===== config.mk =====
export PLATFORM = sky130hd
export DESIGN_NAME = adder_share_arb
export DESIGN_NICKNAME = d
export VERILOG_FILES = /design/src/rtl/adder_share_pkg.sv /design/src/rtl/Adder32.sv /design/src/rtl/rr_pick.sv /design/src/rtl/adder_share_arb.sv
export SDC_FILE = /design/constraint.sdc
export NUM_CORES = 1
export LEC_CHECK = 0
export CORE_UTILIZATION = 37
export CTS_CLUSTER_SIZE = 16
export DETAILED_ROUTE_END_ITERATION = 10
export PLACE_DENSITY_LB_ADDON = 0.05
export SETUP_SLACK_MARGIN = 0.4
export SLEW_MARGIN = 15
export SYNTH_ARGS = -nofsm -noshare
export SYNTH_HDL_FRONTEND = slang
export SYNTH_SLANG_ARGS = --single-unit
export TNS_END_PERCENT = 1

===== constraint.sdc =====
create_clock -name clk -period 6 [get_ports clk]
set_input_delay 1.2 -clock clk [delete_from_list [all_inputs] [get_ports clk]]
set_output_delay 1.2 -clock clk [all_outputs]
set_load 0.01 [all_outputs]

===== src/rtl/adder_share_pkg.sv =====
// adder_share_pkg: shared constants and types for the shared-adder arbiter.
//   DATA_W  - adder datapath width
//   FLAG_W  - number of adder flags
//   FL_*    - bit positions of the flags in the packed vector {cout, of, sf, zf, cf}
package adder_share_pkg;
  localparam int DATA_W = 32;
  localparam int FLAG_W = 5;

  localparam int FL_COUT = 4;
  localparam int FL_OF   = 3;
  localparam int FL_SF   = 2;
  localparam int FL_ZF   = 1;
  localparam int FL_CF   = 0;

  // Output stage occupancy
  typedef enum logic {ST_EMPTY = 1'b0, ST_FULL = 1'b1} ostate_e;

  // Registered adder result
  typedef struct packed {
    logic [DATA_W-1:0] f;
    logic [FLAG_W-1:0] flags;
  } add_rsp_t;
endpackage


===== src/rtl/Adder32.sv =====
// Adder32: 32-bit adder with carry-in and status flags.
//   a, b, cin -> f = a + b + cin
//   cout : carry out of bit 31
//   of   : signed overflow
//   sf   : sign of f
//   zf   : f == 0
//   cf   : cout ^ cin (on subtract, 1 means borrow)
module Adder32 (
  input  logic [31:0] a,
  input  logic [31:0] b,
  input  logic        cin,
  output logic [31:0] f,
  output logic        cout,
  output logic        of,
  output logic        sf,
  output logic        zf,
  output logic        cf
);
  logic [32:0] sum;

  assign sum  = {1'b0, a} + {1'b0, b} + {32'b0, cin};
  assign f    = sum[31:0];
  assign cout = sum[32];
  // Overflow: both addends share a sign that the result does not
  assign of   = (a[31] == b[31]) && (f[31] != a[31]);
  assign sf   = f[31];
  assign zf   = (f == 32'b0);
  assign cf   = cout ^ cin;
endmodule


===== src/rtl/rr_pick.sv =====
// rr_pick: combinational round-robin priority picker.
//   req       - request vector
//   ptr       - index with highest priority this cycle
//   win       - first asserted index at or after ptr, wrapping mod N
//   any_valid - at least one request asserted (win is 0 otherwise)
module rr_pick #(
  parameter  int N  = 4,
  localparam int IW = (N > 1) ? $clog2(N) : 1
) (
  input  logic [N-1:0]  req,
  input  logic [IW-1:0] ptr,
  output logic [IW-1:0] win,
  output logic          any_valid
);
  always_comb begin
    int idx;
    win       = '0;
    any_valid = 1'b0;
    idx       = 0;
    for (int k = 0; k < N; k++) begin
      idx = int'(ptr) + k;
      if (idx >= N) idx = idx - N;
      if (!any_valid && req[idx]) begin
        win       = IW'(idx);
        any_valid = 1'b1;
      end
    end
  end
endmodule


===== src/rtl/adder_share_arb.sv =====
// adder_share_arb: round-robin arbiter sharing one Adder32 among NREQ requesters,
// with a one-entry registered output stage (zero-bubble drain/refill).
//   clk, rst               - clock, synchronous active-high reset
//   req_valid/req_ready    - per-requester handshake (ready is one-hot or zero)
//   req_a, req_b           - operands, requester i at [32i+31:32i]
//   req_sub                - 1: A-B, 0: A+B
//   rsp_valid/rsp_ready    - result handshake
//   rsp_id, rsp_f, flags   - winner index, result and Adder32 flags
// Optional: ADDER_SHARE_ARB_PERF_EN adds perf_grant_cnt (NREQ x 16-bit
// saturating grant counters, requester i at [16i+15:16i]).
module adder_share_arb
  import adder_share_pkg::*;
#(
  parameter  int NREQ = 4,
  localparam int IDW  = $clog2(NREQ)
) (
  input  logic                   clk,
  input  logic                   rst,
  input  logic [NREQ-1:0]        req_valid,
  output logic [NREQ-1:0]        req_ready,
  input  logic [NREQ*DATA_W-1:0] req_a,
  input  logic [NREQ*DATA_W-1:0] req_b,
  input  logic [NREQ-1:0]        req_sub,
  output logic                   rsp_valid,
  input  logic                   rsp_ready,
  output logic [IDW-1:0]         rsp_id,
  output logic [DATA_W-1:0]      rsp_f,
  output logic                   rsp_cout,
  output logic                   rsp_of,
  output logic                   rsp_sf,
  output logic                   rsp_zf,
  output logic                   rsp_cf
`ifdef ADDER_SHARE_ARB_PERF_EN
  ,
  output logic [NREQ*16-1:0]     perf_grant_cnt
`endif
);
  ostate_e          st_q, st_d;
  logic [IDW-1:0]   ptr_q;
  logic [IDW-1:0]   win;
  logic             any_valid;
  logic             can_accept;
  logic             hs;
  logic [DATA_W-1:0] op_a, op_b;
  logic             op_sub;
  add_rsp_t         add_out, rsp_q;
  logic [IDW-1:0]   id_q;

  rr_pick #(.N(NREQ)) u_pick (
    .req       (req_valid),
    .ptr       (ptr_q),
    .win       (win),
    .any_valid (any_valid)
  );

  assign can_accept = (st_q == ST_EMPTY) | rsp_ready;
  // Reset gates the grant so nothing is accepted during the reset cycle
  assign hs         = any_valid & can_accept & ~rst;

  always_comb begin
    req_ready = '0;
    if (hs) req_ready[win] = 1'b1;
  end

  // Operand mux; idle cycles drive zero
  always_comb begin
    op_a   = '0;
    op_b   = '0;
    op_sub = 1'b0;
    if (any_valid) begin
      op_sub = req_sub[win];
      op_a   = req_a[win*DATA_W +: DATA_W];
      op_b   = req_b[win*DATA_W +: DATA_W] ^ {DATA_W{op_sub}};
    end
  end

  Adder32 u_add (
    .a    (op_a),
    .b    (op_b),
    .cin  (op_sub),
    .f    (add_out.f),
    .cout (add_out.flags[FL_COUT]),
    .of   (add_out.flags[FL_OF]),
    .sf   (add_out.flags[FL_SF]),
    .zf   (add_out.flags[FL_ZF]),
    .cf   (add_out.flags[FL_CF])
  );

  // Output stage occupancy
  always_ff @(posedge clk) begin
    if (rst) st_q <= ST_EMPTY;
    else     st_q <= st_d;
  end

  always_comb begin
    st_d = st_q;
    case (st_q)
      ST_EMPTY: if (hs) st_d = ST_FULL;
      ST_FULL:  if (!hs && rsp_ready) st_d = ST_EMPTY;
      default:  st_d = ST_EMPTY;
    endcase
  end

  // Data regs load only on a grant; a plain drain leaves them holding
  always_ff @(posedge clk) begin
    if (rst) begin
      rsp_q <= '0;
      id_q  <= '0;
      ptr_q <= '0;
    end else if (hs) begin
      rsp_q <= add_out;
      id_q  <= win;
      ptr_q <= (win == IDW'(NREQ-1)) ? '0 : win + 1'b1;
    end
  end

  assign rsp_valid = (st_q == ST_FULL);
  assign rsp_id    = id_q;
  assign rsp_f     = rsp_q.f;
  assign rsp_cout  = rsp_q.flags[FL_COUT];
  assign rsp_of    = rsp_q.flags[FL_OF];
  assign rsp_sf    = rsp_q.flags[FL_SF];
  assign rsp_zf    = rsp_q.flags[FL_ZF];
  assign rsp_cf    = rsp_q.flags[FL_CF];

`ifdef ADDER_SHARE_ARB_PERF_EN
  logic [NREQ-1:0][15:0] cnt_q;

  always_ff @(posedge clk) begin
    if (rst) begin
      cnt_q <= '0;
    end else begin
      for (int i = 0; i < NREQ; i++)
        if (hs && win == IDW'(i) && cnt_q[i] != 16'hFFFF)
          cnt_q[i] <= cnt_q[i] + 16'd1;
    end
  end

  assign perf_grant_cnt = cnt_q;
`endif
endmodule


## Word-level counts from Yosys, hierarchy flattened

Cells that the tools add are included.

| operators by class | value |
|---|---|
| bitwise logic cells | 7 |
| reduce and logical (&&, ||, !) cells | 11 |
| equality and inequality tests | 3 |
| multiplexer cells | 36 |
| add/subtract/negate cells | 10 |
| shifts and indexed selects | 2 |
| order comparisons | 10 |

Operators with widths:

| cell | count |
|---|---|
| variable part select 128 x 8 -> 32 bit | 2 |
| 2-to-1 mux 32 bit | 6 |
| less-than comparator 32 x 4 -> 1 bit (second input constant) | 4 |
| >= comparator 32 x 4 -> 1 bit (second input constant) | 3 |
| subtractor 32 x 4 -> 32 bit (second input constant) | 3 |
| adder 32 x 32 -> 33 bit | 1 |
| adder 33 x 1 -> 33 bit | 1 |
| logical NOT 32 bit | 1 |
| XOR 32 bit | 1 |
| 2-to-1 mux 1 bit | 17 |
| binary-select mux 1 bit (select 2 bit) | 5 |
| 2-to-1 mux 2 bit | 5 |
| adder 2 x 2 -> 3 bit (second input constant) | 2 |
| logical AND 1 bit | 6 |
| logical NOT 1 bit | 4 |
| 2-to-1 mux 4 bit | 1 |
| subtractor 2 x 3 -> 4 bit (second input constant) | 1 |
| adder 2 x 1 -> 3 bit (second input constant) | 1 |
| >= comparator 2 x 3 -> 1 bit (second input constant) | 1 |
| less-than comparator 2 x 3 -> 1 bit (second input constant) | 1 |
| adder 2 x 1 -> 2 bit (second input constant) | 1 |
| bitwise AND 1 bit | 2 |
| demux 1 bit (select 2 bit) | 1 |
| == test 2 bit (second input constant) | 1 |
| 7 further kinds | 8 |

| storage, ports and cells | value |
|---|---|
| word-level logic and storage cells | 84 |
| output and inout port bits | 44 |
| bits in registers | 42 |
| input port bits | 267 |

## Logic depth before layout (Yosys ltp)

| logic depth | value |
|---|---|
| depth in word-level cells | 23 |
| gate-level depth with buffers | 27 |
| depth with buffers taken out | 24 |

## Modules after synthesis

A second synthesis with hierarchy kept.

| second synthesis, totals | value |
|---|---|
| cells, all modules | 733 |
| area total of the unflattened synthesis | 6123.4 um^2 |

Modules (own cells, without submodules):

| module | cells each | sequential area each (um^2) | area an instance (um^2) | instances |
|---|---|---|---|---|
| adder_share_arb | 464 | 840.8 | 4265.3 | 1 |
| Adder32 | 254 | 0.0 | 1780.5 | 1 |
| rr_pick | 15 | 0.0 | 77.6 | 1 |

## Worst setup path before layout

Ideal clock, no wire load.

| timing | value |
|---|---|
| kind | input-to-reg |
| from | input port req_valid[0] |
| to | register rsp_q, in the netlist rsp_zf |
| stages | 27 |
| path slack | 370 ps |
| data arrival time | 5571 ps |
| setup time | 59 ps |
| path buffers | 3 |
| data required time | 5941 ps |
| cell sequence | inv_1 nor2_1 a21oi_1 nor2_1 a211o_1 buf_2 inv_1 buf_2 nand2_1 nand3_1 o21ai_1 buf_2 xnor2_1 nand2_1 fa_1 inv_1 fa_1 a211oi_2 o31ai_4 o211ai_2 nand3_2 a211o_1 a2111o_1 nor4_1 nand4_1 nand4b_1 nand2_1 |

| on the way | value |
|---|---|
| longest elaborated chain between the ends | 20 |
| elaborated cells between the ends (all ways) | 39 |
| those cells by class | 2 x add/sub; 2 x shift; 25 x mux; 3 x bitwise; 7 x reduce/logical |

RTL lines:

| element | RTL line | text |
|---|---|---|
| start: declaration | adder_share_arb.sv:19 | `input logic [NREQ-1:0] req_valid,` |
| branches (longest 20 deep; another with binary-select mux 1 bit (select 2 bit)) | -- |  |
| end signal: assignment | adder_share_arb.sv:111 | `rsp_q <= add_out;` |
| end: declaration | adder_share_arb.sv:46 | `add_rsp_t add_out, rsp_q;` |

Parallel ways; which one is timed is not known. The select of a mux whose other input is x is not followed.
A chain may end at the register's enable or synchronous reset.

## Final worst setup path

| timing | value |
|---|---|
| from | input port req_valid[0] |
| to | register rsp_q, in the netlist rsp_cf |

| on the way | value |
|---|---|
| longest elaborated chain between the ends | 20 |
| elaborated cells between the ends (all ways) | 39 |
| those cells by class | 2 x add/sub; 2 x shift; 25 x mux; 4 x bitwise; 6 x reduce/logical |

RTL lines:

| element |
|---|
| branches (longest 20 deep; another with binary-select mux 1 bit (select 2 bit)) |

Parallel ways; which one is timed is not known. The select of a mux whose other input is x is not followed.

==> results.toml <==
[floorplanning]
die_h_um = 128
rows = 45
die_area_um2 = 16400
core_um2 = 15400
initial_utilization_pct = 38.4
die_width_um = 128
io_pins = 311

[sta]
final-hold-violation-count = 0
period_needed_ns = 5.28
final_max_slew_viol_count = 0
period_share_pct = 88.0
setup_tns_ns = 0
max_freq_mhz = 189
setup_violations = 0
worst_slew_pin_slew_ns = 0.474
relSlewSlack_pct = 68.2
fin_skew_ns = 0.00519
grt_setup_unrepaired = "no"

[detailed_routing]
vias = 7148
routed_wl_mm = 23.1
via_per_inst = 5.24
drc_errors = 0
dr.first_iter.drc_count = 321
dr.pass1.iters = 5
drt.antenna.violating_nets = 0
post_drt_wl_per_cell_um = 16.9

[flow_run]
drv_cap = 0

[setup_path]
critical_path.max_stage_delay_ns = 0.43
critPathTopFamily = "compound AO/OA/AOI/OAI gates"
critPathMaxFanout = 6
required_ns = 6.17
path_cells = "dlymetal6s2s_1 -> inv_2 -> nor2_1 -> a21oi_2 -> nor2_1 -> a211o_4 -> buf_6 -> mux4_2 -> nand2_2 -> fa_2 -> inv_1 -> fa_2 -> a211oi_4 -> o31ai_4 -> o211a_1 -> o21ai_2 -> and2_4 -> o221ai_2 -> or3_1 -> a31oi_2 -> xnor2_1 -> o21ai_1"
crit_start = "req_valid[0]"
crit_slowest_cell = "mux4_2"
crit_type = "in -> reg"
r2r-start = "ptr_q[0]"
path_buf_inv = 4
arrival_ns = 5.45
startpoint_type = "primary input"
worstSetupEndpointType = "register"

[final_layout]
fin_area_um2 = 10000
final-seq-area_um2 = 821
diodes = 0
fillers = 1396
instances_no_fill = 1365
drive_above_1_share_pct = 13.3
multi_input_area_um2 = 4940
area_growth_pct = 69.7
final_nets = 1457

[worst_hold_path]
min_from = "rsp_of"
holdCritPathClass = "reg -> reg"

[clock_tree]
h-tree-depth = 2
cts_tree = "done"
cts_sinks = 41
cts_root_buf = "clkbuf_16"
clkSlewWorstSetupHoldPaths_ns = 0.06
clockBufferDepth = 2
insertion_delay_ns = 0.28
cts_buffers = 5
ctsHoldBuffers = 0

[power_and_ir_drop]
leakage_nw = 4.19
power.density_nw_per_um2 = 485
peakVddDrop_uv = 271

[global_routing]
grt_max_degree = 47
grt_pass1_vias = 6836
grt-ovfl-total = 0
antenna_found_initial = 0
grt_pass1_wl_mm = 35.6
grt_util_all_layers_pct = 27.6

[synthesis]
synth_compound_area_share_pct = 17.9
netlist_area_um2 = 5900
syn_avg_cell_area_um2 = 7.16
synth_cells = 824
async_flop_share_pct = 0
synth-xor-area-share_pct = 9.06
ys_seq_area_share_pct = 13.9
synth_top_area_share_pct = 13.9
synth_warnings = 0
synth.mux.area_fraction_pct = 12.2
synth.distinct_cells = 59
syn_nets = 1128
synthAdderAreaFrac_pct = 8.10
ys_ff_latch = 41
synth_top_family_by_area = "simple AND/OR/NAND/NOR gates"
synth_edf_count = 0
ys.flop_type = "dfxtp_1"
yosys.area_share.simple_pct = 34.0
synth.area.top_cells = "dfxtp_1 14%, mux4_2 12%, nand2_1 12%, ha_1 7.4%, xor2_1 5.9%"
synth_top_area_cell = "dfxtp_1"

[placed_design]
dpl_cell_area_um2 = 9540
numPortBuffers = 310
dp_hpwl_mm = 19.5
dp.cells = 1345
routabilityCongestion = 0.974

[run_status]
status = "finished, final reports clean"
-- cells by family (layout without fill, tap and decap cells) --
logic type	Yosys count	after routing
compound gates	164	164
flops	41	41
fa+ha+maj	37	37
mux	32	32
buf+inv	72	402
xor+xnor	61	61
simple gates	417	417
-- where the power goes --
group	leakage [nW]	internal [mW]	switching, mW	total (mW)
Sequential	0.341	0.382	0.0565	0.438
Clock	0.0944	0.240	0.107	0.347
Combinational	3.75	1.95	2.12	4.07
-- path summary, 6_finish.rpt --
| kind | to | slack (ns) | cells past startpoint |
|---|---|---|---|
| hold / removal | rsp_of | 0.46 | 2 |
| setup / recovery | rsp_cf | 0.72 | 22 |
| hold reg to reg | rsp_of | 0.46 | 2 |
| setup reg to reg | rsp_cf | 1.38 | 20 |
-- cell type report --
cell class                 count  area share [%]
sequential                    41            8.20
timing repair buffer         383            37.4
multi-input combinational    711            49.4
inverter                      11           0.463
clock inverter                 3           0.688
tap                          211            2.64
clock buffer                   5            1.25
-- timing repair --
item | 4_1_cts | 5_1_grt
gates cloned | 0 | 1
gates resized for setup | 6 | 42
endpoints found under the setup margin | 2 | 7
setup buffers | 1 | 10
pin swaps | 2 | 20
-- registers in the layout (all words and copies together) (netlist names) --
register / count
rsp_cf: 1
rsp_id: 2
ptr_q: 2
rsp_zf: 1
rsp_cout: 1
rsp_sf: 1
rsp_valid: 1
rsp_of: 1
rsp_f: 31
-- worst min-delay path: cells and delay by family, from the launching register on --
| kind | cells | cell delay, ns |
|---|---|---|
| AOI/OAI and AO/OA | 1 | 0.05 |
| DFF | 1 | 0.31 |
| and+or+nand+nor | 1 | 0.05 |
-- per-stage QoR --
| stage | setup WS [ns] | hold WS [ns] | utilization [%] | total power, mW |
|---|---|---|---|---|
| 3_3_place_gp | 0.0210 | 0.453 | 62.1 | 4.25 |
| 2_1_floorplan | 0.444 | 0.476 | - | 2.88 |
| 6_report | 0.719 | 0.460 | 65.1 | 4.85 |
| 3_5_place_dp | -0.0268 | 0.450 | 62.1 | 4.27 |
| 4_1_cts | 0.402 | 0.458 | 63.5 | 4.66 |
| 5_1_grt | 0.511 | 0.494 | 65.1 | 5.29 |
-- layer usage --
layer  global-route usage (%)  wire length, um  vias to the layer above
met2                     47.0            11200                      230
li1                         -                -                     3581
met3                     3.55             1190                       36
met4                     8.10              588                        0
met1                     36.2            10100                     3301
met5                        0                0                        -
-- placed cells by master (no fill, tap or decap), drive strengths merged, types with 21 or more instances in the layout --
master,n
dfxtp,41
nand2,192
and2,37
nor2,62
xnor2,21
xor2,40
a31oi,37
ha,35
nand3b,35
a21oi,34
and3,35
buf,72
o21ai,44
mux4,32
clkdlybuf4s50,306
-- cell usage after synthesis (32+ instances only) --
cell      count
nor2_1       62
a31oi_1      37
a21oi_1      34
mux4_2       32
clkbuf_1     41
o21ai_0      40
ha_1         35
xor2_1       40
and3_1       35
nand3b_1     35
dfxtp_1      41
and2_1       36
nand2_1     192
No activity file was read; power rests on OpenSTA's default activity.
